$ cat config.mk
export PLATFORM = sky130hd
export DESIGN_NAME = mem_arbiter
export DESIGN_NICKNAME = d
export VERILOG_FILES = /design/src/rtl/mem_arb_pkg.sv /design/src/rtl/mem_timeout_counter.sv /design/src/rtl/mem_arbiter.sv
export SDC_FILE = /design/constraint.sdc
export NUM_CORES = 1
export LEC_CHECK = 0
export CAP_MARGIN = 20
export CORE_MARGIN = 5
export CORE_UTILIZATION = 44
export DETAILED_ROUTE_END_ITERATION = 10
export PLACE_DENSITY = 0.88
export REMOVE_ABC_BUFFERS = 1
export SLEW_MARGIN = 40
export SYNTH_ARGS = -nofsm -noshare
export SYNTH_HDL_FRONTEND = slang
export SYNTH_HIERARCHICAL = 1
export SYNTH_SLANG_ARGS = --single-unit
$ cat constraint.sdc
create_clock -name clk -period 6.65 [get_ports clk]
set_clock_uncertainty 0.15 [all_clocks]
set_input_delay 0.665 -clock clk [delete_from_list [all_inputs] [get_ports clk]]
set_output_delay 0.665 -clock clk [all_outputs]
set_load 0.02 [all_outputs]
$ cat src/rtl/mem_arb_pkg.sv
// Shared types and constants for the instruction/data memory arbiter.
// The timeout default bounds how long a transfer may stall on the shared port.
package mem_arb_pkg;

    localparam int TIMEOUT_DEFAULT = 255;

    typedef enum logic [1:0] {
        ST_IDLE = 2'd0,
        ST_BUSY = 2'd1,
        ST_RESP = 2'd2
    } state_t;

    typedef enum logic {
        REQ_IF = 1'b0,
        REQ_DM = 1'b1
    } req_id_t;

endpackage

$ cat src/rtl/mem_timeout_counter.sv
// Counts stalled BUSY cycles. expired flags the edge at which the count reaches TIMEOUT,
// so the arbiter leaves BUSY after exactly TIMEOUT unanswered cycles.
module mem_timeout_counter
    import mem_arb_pkg::*;
#(
    parameter int TIMEOUT = TIMEOUT_DEFAULT
) (
    input  logic clk,
    input  logic resetn,
    input  logic clear,
    input  logic enable,
    output logic expired
);

    localparam int CW = (TIMEOUT < 2) ? 1 : $clog2(TIMEOUT + 1);

    logic [CW-1:0] count_q;
    logic [CW-1:0] count_d;

    always_comb begin
        count_d = count_q;
        if (clear) begin
            count_d = '0;
        end else if (enable) begin
            count_d = count_q + CW'(1);
        end
    end

    assign expired = enable && !clear && (count_d == CW'(TIMEOUT));

    always_ff @(posedge clk) begin
        if (!resetn) begin
            count_q <= '0;
        end else begin
            count_q <= count_d;
        end
    end

endmodule

$ cat src/rtl/mem_arbiter.sv
// Round-robin arbiter sharing one memory port between fetch and data requesters.
// Minimum latency: request -> mem_valid next cycle -> ack one cycle after mem_ready.
module mem_arbiter
    import mem_arb_pkg::*;
#(
    parameter int TIMEOUT = TIMEOUT_DEFAULT
) (
    input  logic        clk,
    input  logic        resetn,
    input  logic        if_req,
    input  logic [31:0] if_addr,
    output logic [31:0] if_rdata,
    output logic        if_ack,
    input  logic        dm_req,
    input  logic        dm_we,
    input  logic [31:0] dm_addr,
    input  logic [31:0] dm_wdata,
    input  logic [3:0]  dm_wstrb,
    output logic [31:0] dm_rdata,
    output logic        dm_ack,
    output logic        mem_valid,
    output logic        mem_we,
    output logic [31:0] mem_addr,
    output logic [31:0] mem_wdata,
    output logic [3:0]  mem_wstrb,
    input  logic [31:0] mem_rdata,
    input  logic        mem_ready,
    output logic        core_stall,
    output logic        bus_error
);

    state_t      state_q,     state_d;
    req_id_t     last_q,      last_d;
    logic        mem_we_q,    mem_we_d;
    logic [31:0] mem_addr_q,  mem_addr_d;
    logic [31:0] mem_wdata_q, mem_wdata_d;
    logic [3:0]  mem_wstrb_q, mem_wstrb_d;
    logic [31:0] if_rdata_q,  if_rdata_d;
    logic [31:0] dm_rdata_q,  dm_rdata_d;
    logic        bus_error_q, bus_error_d;

    logic        grant;
    req_id_t     grant_id;
    logic        expired;

    always_comb begin
        state_d     = state_q;
        last_d      = last_q;
        mem_we_d    = mem_we_q;
        mem_addr_d  = mem_addr_q;
        mem_wdata_d = mem_wdata_q;
        mem_wstrb_d = mem_wstrb_q;
        if_rdata_d  = if_rdata_q;
        dm_rdata_d  = dm_rdata_q;
        bus_error_d = bus_error_q;
        grant       = 1'b0;
        grant_id    = last_q;

        case (state_q)
            ST_IDLE: begin
                if (if_req || dm_req) begin
                    grant = 1'b1;
                    // On conflict, the side that did not win last time goes first.
                    if (if_req && dm_req) begin
                        grant_id = (last_q == REQ_IF) ? REQ_DM : REQ_IF;
                    end else begin
                        grant_id = dm_req ? REQ_DM : REQ_IF;
                    end
                    last_d  = grant_id;
                    state_d = ST_BUSY;
                    if (grant_id == REQ_DM) begin
                        mem_we_d    = dm_we;
                        mem_addr_d  = dm_addr;
                        mem_wdata_d = dm_wdata;
                        mem_wstrb_d = dm_wstrb;
                    end else begin
                        mem_we_d    = 1'b0;
                        mem_addr_d  = if_addr;
                        mem_wdata_d = '0;
                        mem_wstrb_d = '0;
                    end
                end
            end
            ST_BUSY: begin
                if (mem_ready) begin
                    if (last_q == REQ_DM) dm_rdata_d = mem_rdata;
                    else                  if_rdata_d = mem_rdata;
                    state_d = ST_RESP;
                end else if (expired) begin
                    if (last_q == REQ_DM) dm_rdata_d = '0;
                    else                  if_rdata_d = '0;
                    bus_error_d = 1'b1;
                    state_d     = ST_RESP;
                end
            end
            ST_RESP: begin
                state_d = ST_IDLE;
            end
            default: begin
                state_d = ST_IDLE;
            end
        endcase
    end

    always_ff @(posedge clk) begin
        if (!resetn) begin
            state_q     <= ST_IDLE;
            last_q      <= REQ_IF;
            mem_we_q    <= 1'b0;
            mem_addr_q  <= '0;
            mem_wdata_q <= '0;
            mem_wstrb_q <= '0;
            if_rdata_q  <= '0;
            dm_rdata_q  <= '0;
            bus_error_q <= 1'b0;
        end else begin
            state_q     <= state_d;
            last_q      <= last_d;
            mem_we_q    <= mem_we_d;
            mem_addr_q  <= mem_addr_d;
            mem_wdata_q <= mem_wdata_d;
            mem_wstrb_q <= mem_wstrb_d;
            if_rdata_q  <= if_rdata_d;
            dm_rdata_q  <= dm_rdata_d;
            bus_error_q <= bus_error_d;
        end
    end

    mem_timeout_counter #(
        .TIMEOUT (TIMEOUT)
    ) u_timeout (
        .clk     (clk),
        .resetn  (resetn),
        .clear   (grant),
        .enable  ((state_q == ST_BUSY) && !mem_ready),
        .expired (expired)
    );

    assign mem_valid  = (state_q == ST_BUSY);
    assign mem_we     = mem_we_q;
    assign mem_addr   = mem_addr_q;
    assign mem_wdata  = mem_wdata_q;
    assign mem_wstrb  = mem_wstrb_q;
    assign if_ack     = (state_q == ST_RESP) && (last_q == REQ_IF);
    assign dm_ack     = (state_q == ST_RESP) && (last_q == REQ_DM);
    assign if_rdata   = if_rdata_q;
    assign dm_rdata   = dm_rdata_q;
    assign bus_error  = bus_error_q;
    assign core_stall = (if_req && !if_ack) || (dm_req && !dm_ack);

endmodule

-- After elaboration in Yosys (flattened, before gate mapping)
Cells that the tools add are included.
W data, S select, Z words.
- flip-flop bits (word level): 145
- bits of input ports: 138
- output and inout bits: 138
- add/subtract/negate cells: 1
- equal/unequal tests: 5
- mux-type cells: 25
- bitwise gates (word level): 2
- reduce and logical (&&, ||, !) cells: 21
- operators by type and width (kind ; number):
    $mux W32 ; 10
    $mux W8 ; 2
    $reduce_and A3 Y1 ; 3
    $add A8 B1 Y8 const B ; 1
    $eq A8 B8 Y1 const B ; 1
    $logic_and A1 B1 Y1 ; 8
    $mux W1 ; 8
    $mux W2 ; 3
    $logic_not A1 Y1 ; 4
    $mux W4 ; 1
    $pmux W2 S2 ; 1
    $reduce_and A2 Y1 ; 2
    $ne A3 B1 Y1 const B ; 1
    $eq A2 B1 Y1 const B ; 1
    $eq A2 B2 Y1 const B ; 1
    $logic_not A2 Y1 ; 1
    $logic_or A1 B1 Y1 ; 2
    $ne A2 B2 Y1 const B ; 1
    $not A1 Y1 ; 2
    $reduce_bool A2 Y1 ; 1

-- Depth between registers and ports, before layout
- word-level depth: 9
- depth in mapped cells: 13
- mapped depth without buffers: 8

-- Modules after synthesis
The synthesis kept the hierarchy.
- by module, submodules not included (module ; times used ; cells each ; area an instance (um2) ; sequential area each (um2)):
    mem_arbiter ; 1 ; 539 ; 5426.5 ; 2742.6
    mem_timeout_counter ; 1 ; 43 ; 395.4 ; 160.2

-- Worst setup path before layout
OpenSTA, ideal clock, no wires.
- path type: input -> register
- start: input dm_req
- end: register dm_rdata_q[10] (netlist: dm_rdata[10])
- arrival: 2.637 ns
- data required time: 6.380 ns
- slack: 3.744 ns
- cell stages on the path: 13
- path buffers: 5
- cells stage by stage: or2_1 -> buf_4 -> and2_1 -> buf_6 -> buf_6 -> inv_1 -> nand4_1 -> nor4_2 -> nor2_1 -> nand3b_1 -> buf_2 -> buf_6 -> mux2i_1
- longest elaborated chain between the ends: 8
- elaborated cells on any way between the ends: 10
- classes of those cells: eq/ne (1); mux (3); reduce/logical (6)
- RTL lines (what ; line ; text):
    start: declaration ; mem_arbiter.sv:14 ; input logic dm_req,
    $logic_or A1 B1 Y1 * ; mem_arbiter.sv:61 ; if (if_req || dm_req) begin
    $mux W1 * ; mem_arbiter.sv:61 ;
    $mux W1 * ; mem_arbiter.sv:59 ; case (state_q)
    net grant ; mem_arbiter.sv:42 ; logic grant;
    $mux W8 or $logic_not A1 Y1 (tied branches) ; mem_timeout_counter.sv:22, mem_timeout_counter.sv:29 ;
    $eq A8 B8 Y1 or $logic_and A1 B1 Y1 (tied branches) ; mem_timeout_counter.sv:29 ; assign expired = enable && !clear && (count_d == CW'(TIMEOUT));
    $logic_and A1 B1 Y1 * ; mem_timeout_counter.sv:29 ;
    net expired ; mem_arbiter.sv:44 ; logic expired;
    $reduce_bool A2 Y1 (no source line) * ; - ;
    $reduce_and A3 Y1 (no source line) * ; - ;
    end signal: assignment ; mem_arbiter.sv:124 ; dm_rdata_q <= dm_rdata_d;
    end: declaration ; mem_arbiter.sv:39 ; logic [31:0] dm_rdata_q, dm_rdata_d;
Mark *: on every way through the listed nets, which the timed path passes. The rest lies on a longest branch.
A chain may end at the register's enable or synchronous reset.

-- Worst setup path in the final report
- start: input if_req
- end: register dm_rdata_q[13] (netlist: dm_rdata[13])
- longest elaborated chain between the ends: 8
- elaborated cells on any way between the ends: 10
- classes of those cells: eq/ne (1); mux (3); reduce/logical (6)
- RTL lines (what ; line ; text):
    start: declaration ; mem_arbiter.sv:10 ; input logic if_req,
    $logic_or A1 B1 Y1 * ; mem_arbiter.sv:61 ;
    $mux W1 * ; mem_arbiter.sv:61 ;
    $mux W1 * ; mem_arbiter.sv:59 ;
    $mux W8 or $logic_not A1 Y1 (tied branches) ; mem_timeout_counter.sv:22, mem_timeout_counter.sv:29 ;
    $eq A8 B8 Y1 or $logic_and A1 B1 Y1 (tied branches) ; mem_timeout_counter.sv:29 ;
    $logic_and A1 B1 Y1 * ; mem_timeout_counter.sv:29 ;
    net expired ; mem_arbiter.sv:44 ;
    $reduce_bool A2 Y1 (no source line) * ; - ;
    $reduce_and A3 Y1 (no source line) * ; - ;
Marks and branches as above.

==> results.sh <==
export IMPL_critical_path_max_fanout=35
export IMPL_required_ps=6830
export IMPL_worst_setup_path_type="in2reg"
export IMPL_critPathArrivalTime_ps=3770
export IMPL_pre_cts_slack_ps=2625
export IMPL_drv_cap=0
export IMPL_die_x_microns=125.0
export IMPL_via_per_inst=5.117
export IMPL_layout_min_cycle_time_ps=3596
export IMPL_ios=276
export IMPL_grt_max_degree=97
export IMPL_dominantRegCellSynth="dfxtp_1"
export IMPL_leakage_nw=3.519
export IMPL_stdcell_area_sq_mm=0.009193
export IMPL_post_drt_wl_per_cell_microns=16.99
export IMPL_final_hold_violation_count=0
export IMPL_final_cells=1022
export IMPL_clock_sinks=145
export IMPL_hold_path_class="reg2reg"
export IMPL_cts_tree="done"
export IMPL_htree_levels=4
export IMPL_fin_crit_sh=0.5408
export IMPL_die_area_sq_mm=0.01563
export IMPL_num_antenna_cells=0
export IMPL_place_congestion=0.7798
export IMPL_antenna_left=0
export IMPL_synth_compound_area_frac=0.1777
export IMPL_relSlewSlack=0.5673
export IMPL_post_cts_buffers=0
export IMPL_drive_above_1_share=0.08983
export IMPL_cts_buffer_depth=2
export IMPL_grt_use_total=0.2125
export IMPL_cts_buffers_inserted=17
export IMPL_grt_pass1_wl_mm=27.02
export IMPL_num_rows=42
export IMPL_drt_iter0_drc=297
export IMPL_overflow=0
export IMPL_worstMarginPinSlew_ps=649.1
export IMPL_grt_setup_unrepaired="false"
export IMPL_syn_inst=582
export IMPL_finalSetupTns_ps=0
export IMPL_drcViolationCount=0
export IMPL_max_stage_delay_ps=570
export IMPL_start_util=0.4449
export IMPL_crit_start="if_req"
export IMPL_path_common_cell="buf_4"
export IMPL_cts_resized=0
export IMPL_critPathBufInv=4
export IMPL_syn_area_per_cell_sq_um=10.00
export IMPL_syn_area_sq_mm=0.005822
export IMPL_reg2reg_slack_ps=3480
export IMPL_area_growth_pct=57.90
export IMPL_synth_distinct_cells=42
export IMPL_yosysSeqAreaShare=0.4986
export IMPL_powerDensity_mw_per_mm2=250.1
export IMPL_synth_area_mux_share=0.1118
export IMPL_grt_pass1_vias=5134
export IMPL_total_power_mw=2.299
export IMPL_timing_rr_start="state_q[0]"
export IMPL_dr_pass1_iters=4
export IMPL_cts_clk_slew_worst_paths_ps=60
export IMPL_coreArea_sq_mm=0.01309
export IMPL_cp_slowest_cell="clkdlybuf4s50_1"
export IMPL_yosysWarnings=6
export IMPL_antenna_found_initial=0
export IMPL_ys_seq_elements=145
export IMPL_fin_hold_ws_ps=306.8
export IMPL_synth_simple_area_share=0.1492
export IMPL_end_kind="register"
export IMPL_wirelength_mm=17.37
export IMPL_setup_viol=0
export IMPL_ctsHoldBuffers=0
export IMPL_port_buffer_count=275
export IMPL_fin_util=0.7025
export IMPL_drv_slew=0
export IMPL_place_hpwl_mm=12.43
export IMPL_synthXorXnorAreaFrac=0.007522
export IMPL_setup_slack_ps=3054
export IMPL_synth_edff_count=0
export IMPL_placed_cell_area_sq_mm=0.008581
export IMPL_crit_chain="clkdlybuf4s50_1 > or2_1 > buf_4 > and2_4 > inv_1 > nand4_1 > nor4_2 > nor2_1 > nand3b_1 > buf_4 > mux2i_1"
export IMPL_clock_root_buffer="clkbuf_16"
export IMPL_nets=972
export IMPL_vias=5230
export IMPL_crit_family="buffers and inverters"
export IMPL_ir_drop_mv=0.1618
export IMPL_async_reset_ff_frac=0
export IMPL_synth_top_family_by_area="compound AO/OA/AOI/OAI gates"
export IMPL_dp_cells=989
export IMPL_clock_fmax_mhz=278.1
export IMPL_status="complete, no violations"
export IMPL_die_h_microns=125.0
export IMPL_start_kind="input pin"
export IMPL_clock_latency_ps=400
export IMPL_synthAdderAreaFrac=0.002149
export IMPL_min_from="dm_rdata[30]"
[sequential cells by signal, indices dropped and copies added, names as in the netlist]
register	flops
dm_rdata	32
if_rdata	32
mem_addr	32
mem_wdata	32
u_timeout/count_q	8
mem_wstrb	4
state_q	2
bus_error	1
last_q	1
mem_we	1
[final timing paths]
path | endpoint | cells after the start
setup / recovery | dm_rdata[13] | 11
hold / removal | dm_rdata[30] | 2
setup reg to reg | if_rdata[23] | 8
hold reg to reg | dm_rdata[30] | 2
[cells in the mapped netlist (all sizes together) (2+ instances only)]
cell      n  area, sq um
a21oi    37        196.4
a22o     37        324.1
a311oi   33        464.2
buf      29        204.0
clkbuf   23        86.33
dfxtp   145         2903
inv       5        18.77
mux2i    65        650.6
nand2   133        499.2
nand2b    2        12.51
nand3    32        160.2
nand4     5        37.53
nor2      8        37.54
nor3      3        26.28
nor3b     2        15.01
o21ai     2        10.01
or3       2        12.51
xnor2     2        17.52
xor2      3        26.28
[worst reg2reg max path, delay by kind of cell, from the launching register on]
kind	cells	cell delay, ps
xor+xnor	1	230
buf+inv	1	480
flops	1	430
mux	1	300
simple gates	5	1500
[final cells by class]
class / count / area, sq um
fillers: 990 / 3892
flip-flops and latches: 145 / 2903
repair buffers: 284 / 2846
multi-input cells: 380 / 2621
clock buffers: 22 / 444.2
well taps: 176 / 220.2
clock inverters: 10 / 136.4
inverters: 5 / 21.27
[layer usage]
layer,vias up,global-route usage,part of all wire
li1,2570,-,-
met1,2447,0.2359,0.39
met2,193,0.3774,0.51
met3,20,0.07548,0.086
met4,0,0.07270,0.017
met5,-,0,0
[kinds of logic after synthesis]
logic type | Yosys count
buffers and inverters | 57
adders and majority gates | 1
AOI/OAI and AO/OA | 114
and+or+nand+nor | 195
DFF | 145
muxes | 65
xor gates and xnor gates | 5
[where the power goes]
part           switching (mW)  internal (mW)
Clock                   0.348          0.588
Sequential             0.0273          0.916
Combinational           0.206          0.214
[placed cells by master (no fill, tap or decap), types with 3 or more instances in the layout]
| master | n |
|---|---|
| a21oi_1 | 36 |
| a22o_1 | 37 |
| a311oi_1 | 5 |
| a311oi_2 | 28 |
| buf_4 | 6 |
| bufinv_16 | 3 |
| clkbuf_1 | 5 |
| clkbuf_16 | 17 |
| clkdlybuf4s50_1 | 274 |
| clkinv_2 | 3 |
| clkinvlp_4 | 3 |
| dfxtp_1 | 145 |
| inv_1 | 3 |
| mux2i_1 | 65 |
| nand2_1 | 133 |
| nand3_1 | 32 |
| nand4_1 | 4 |
| nor2_1 | 7 |
| xor2_1 | 3 |
(Power assumes the default switching activity.)
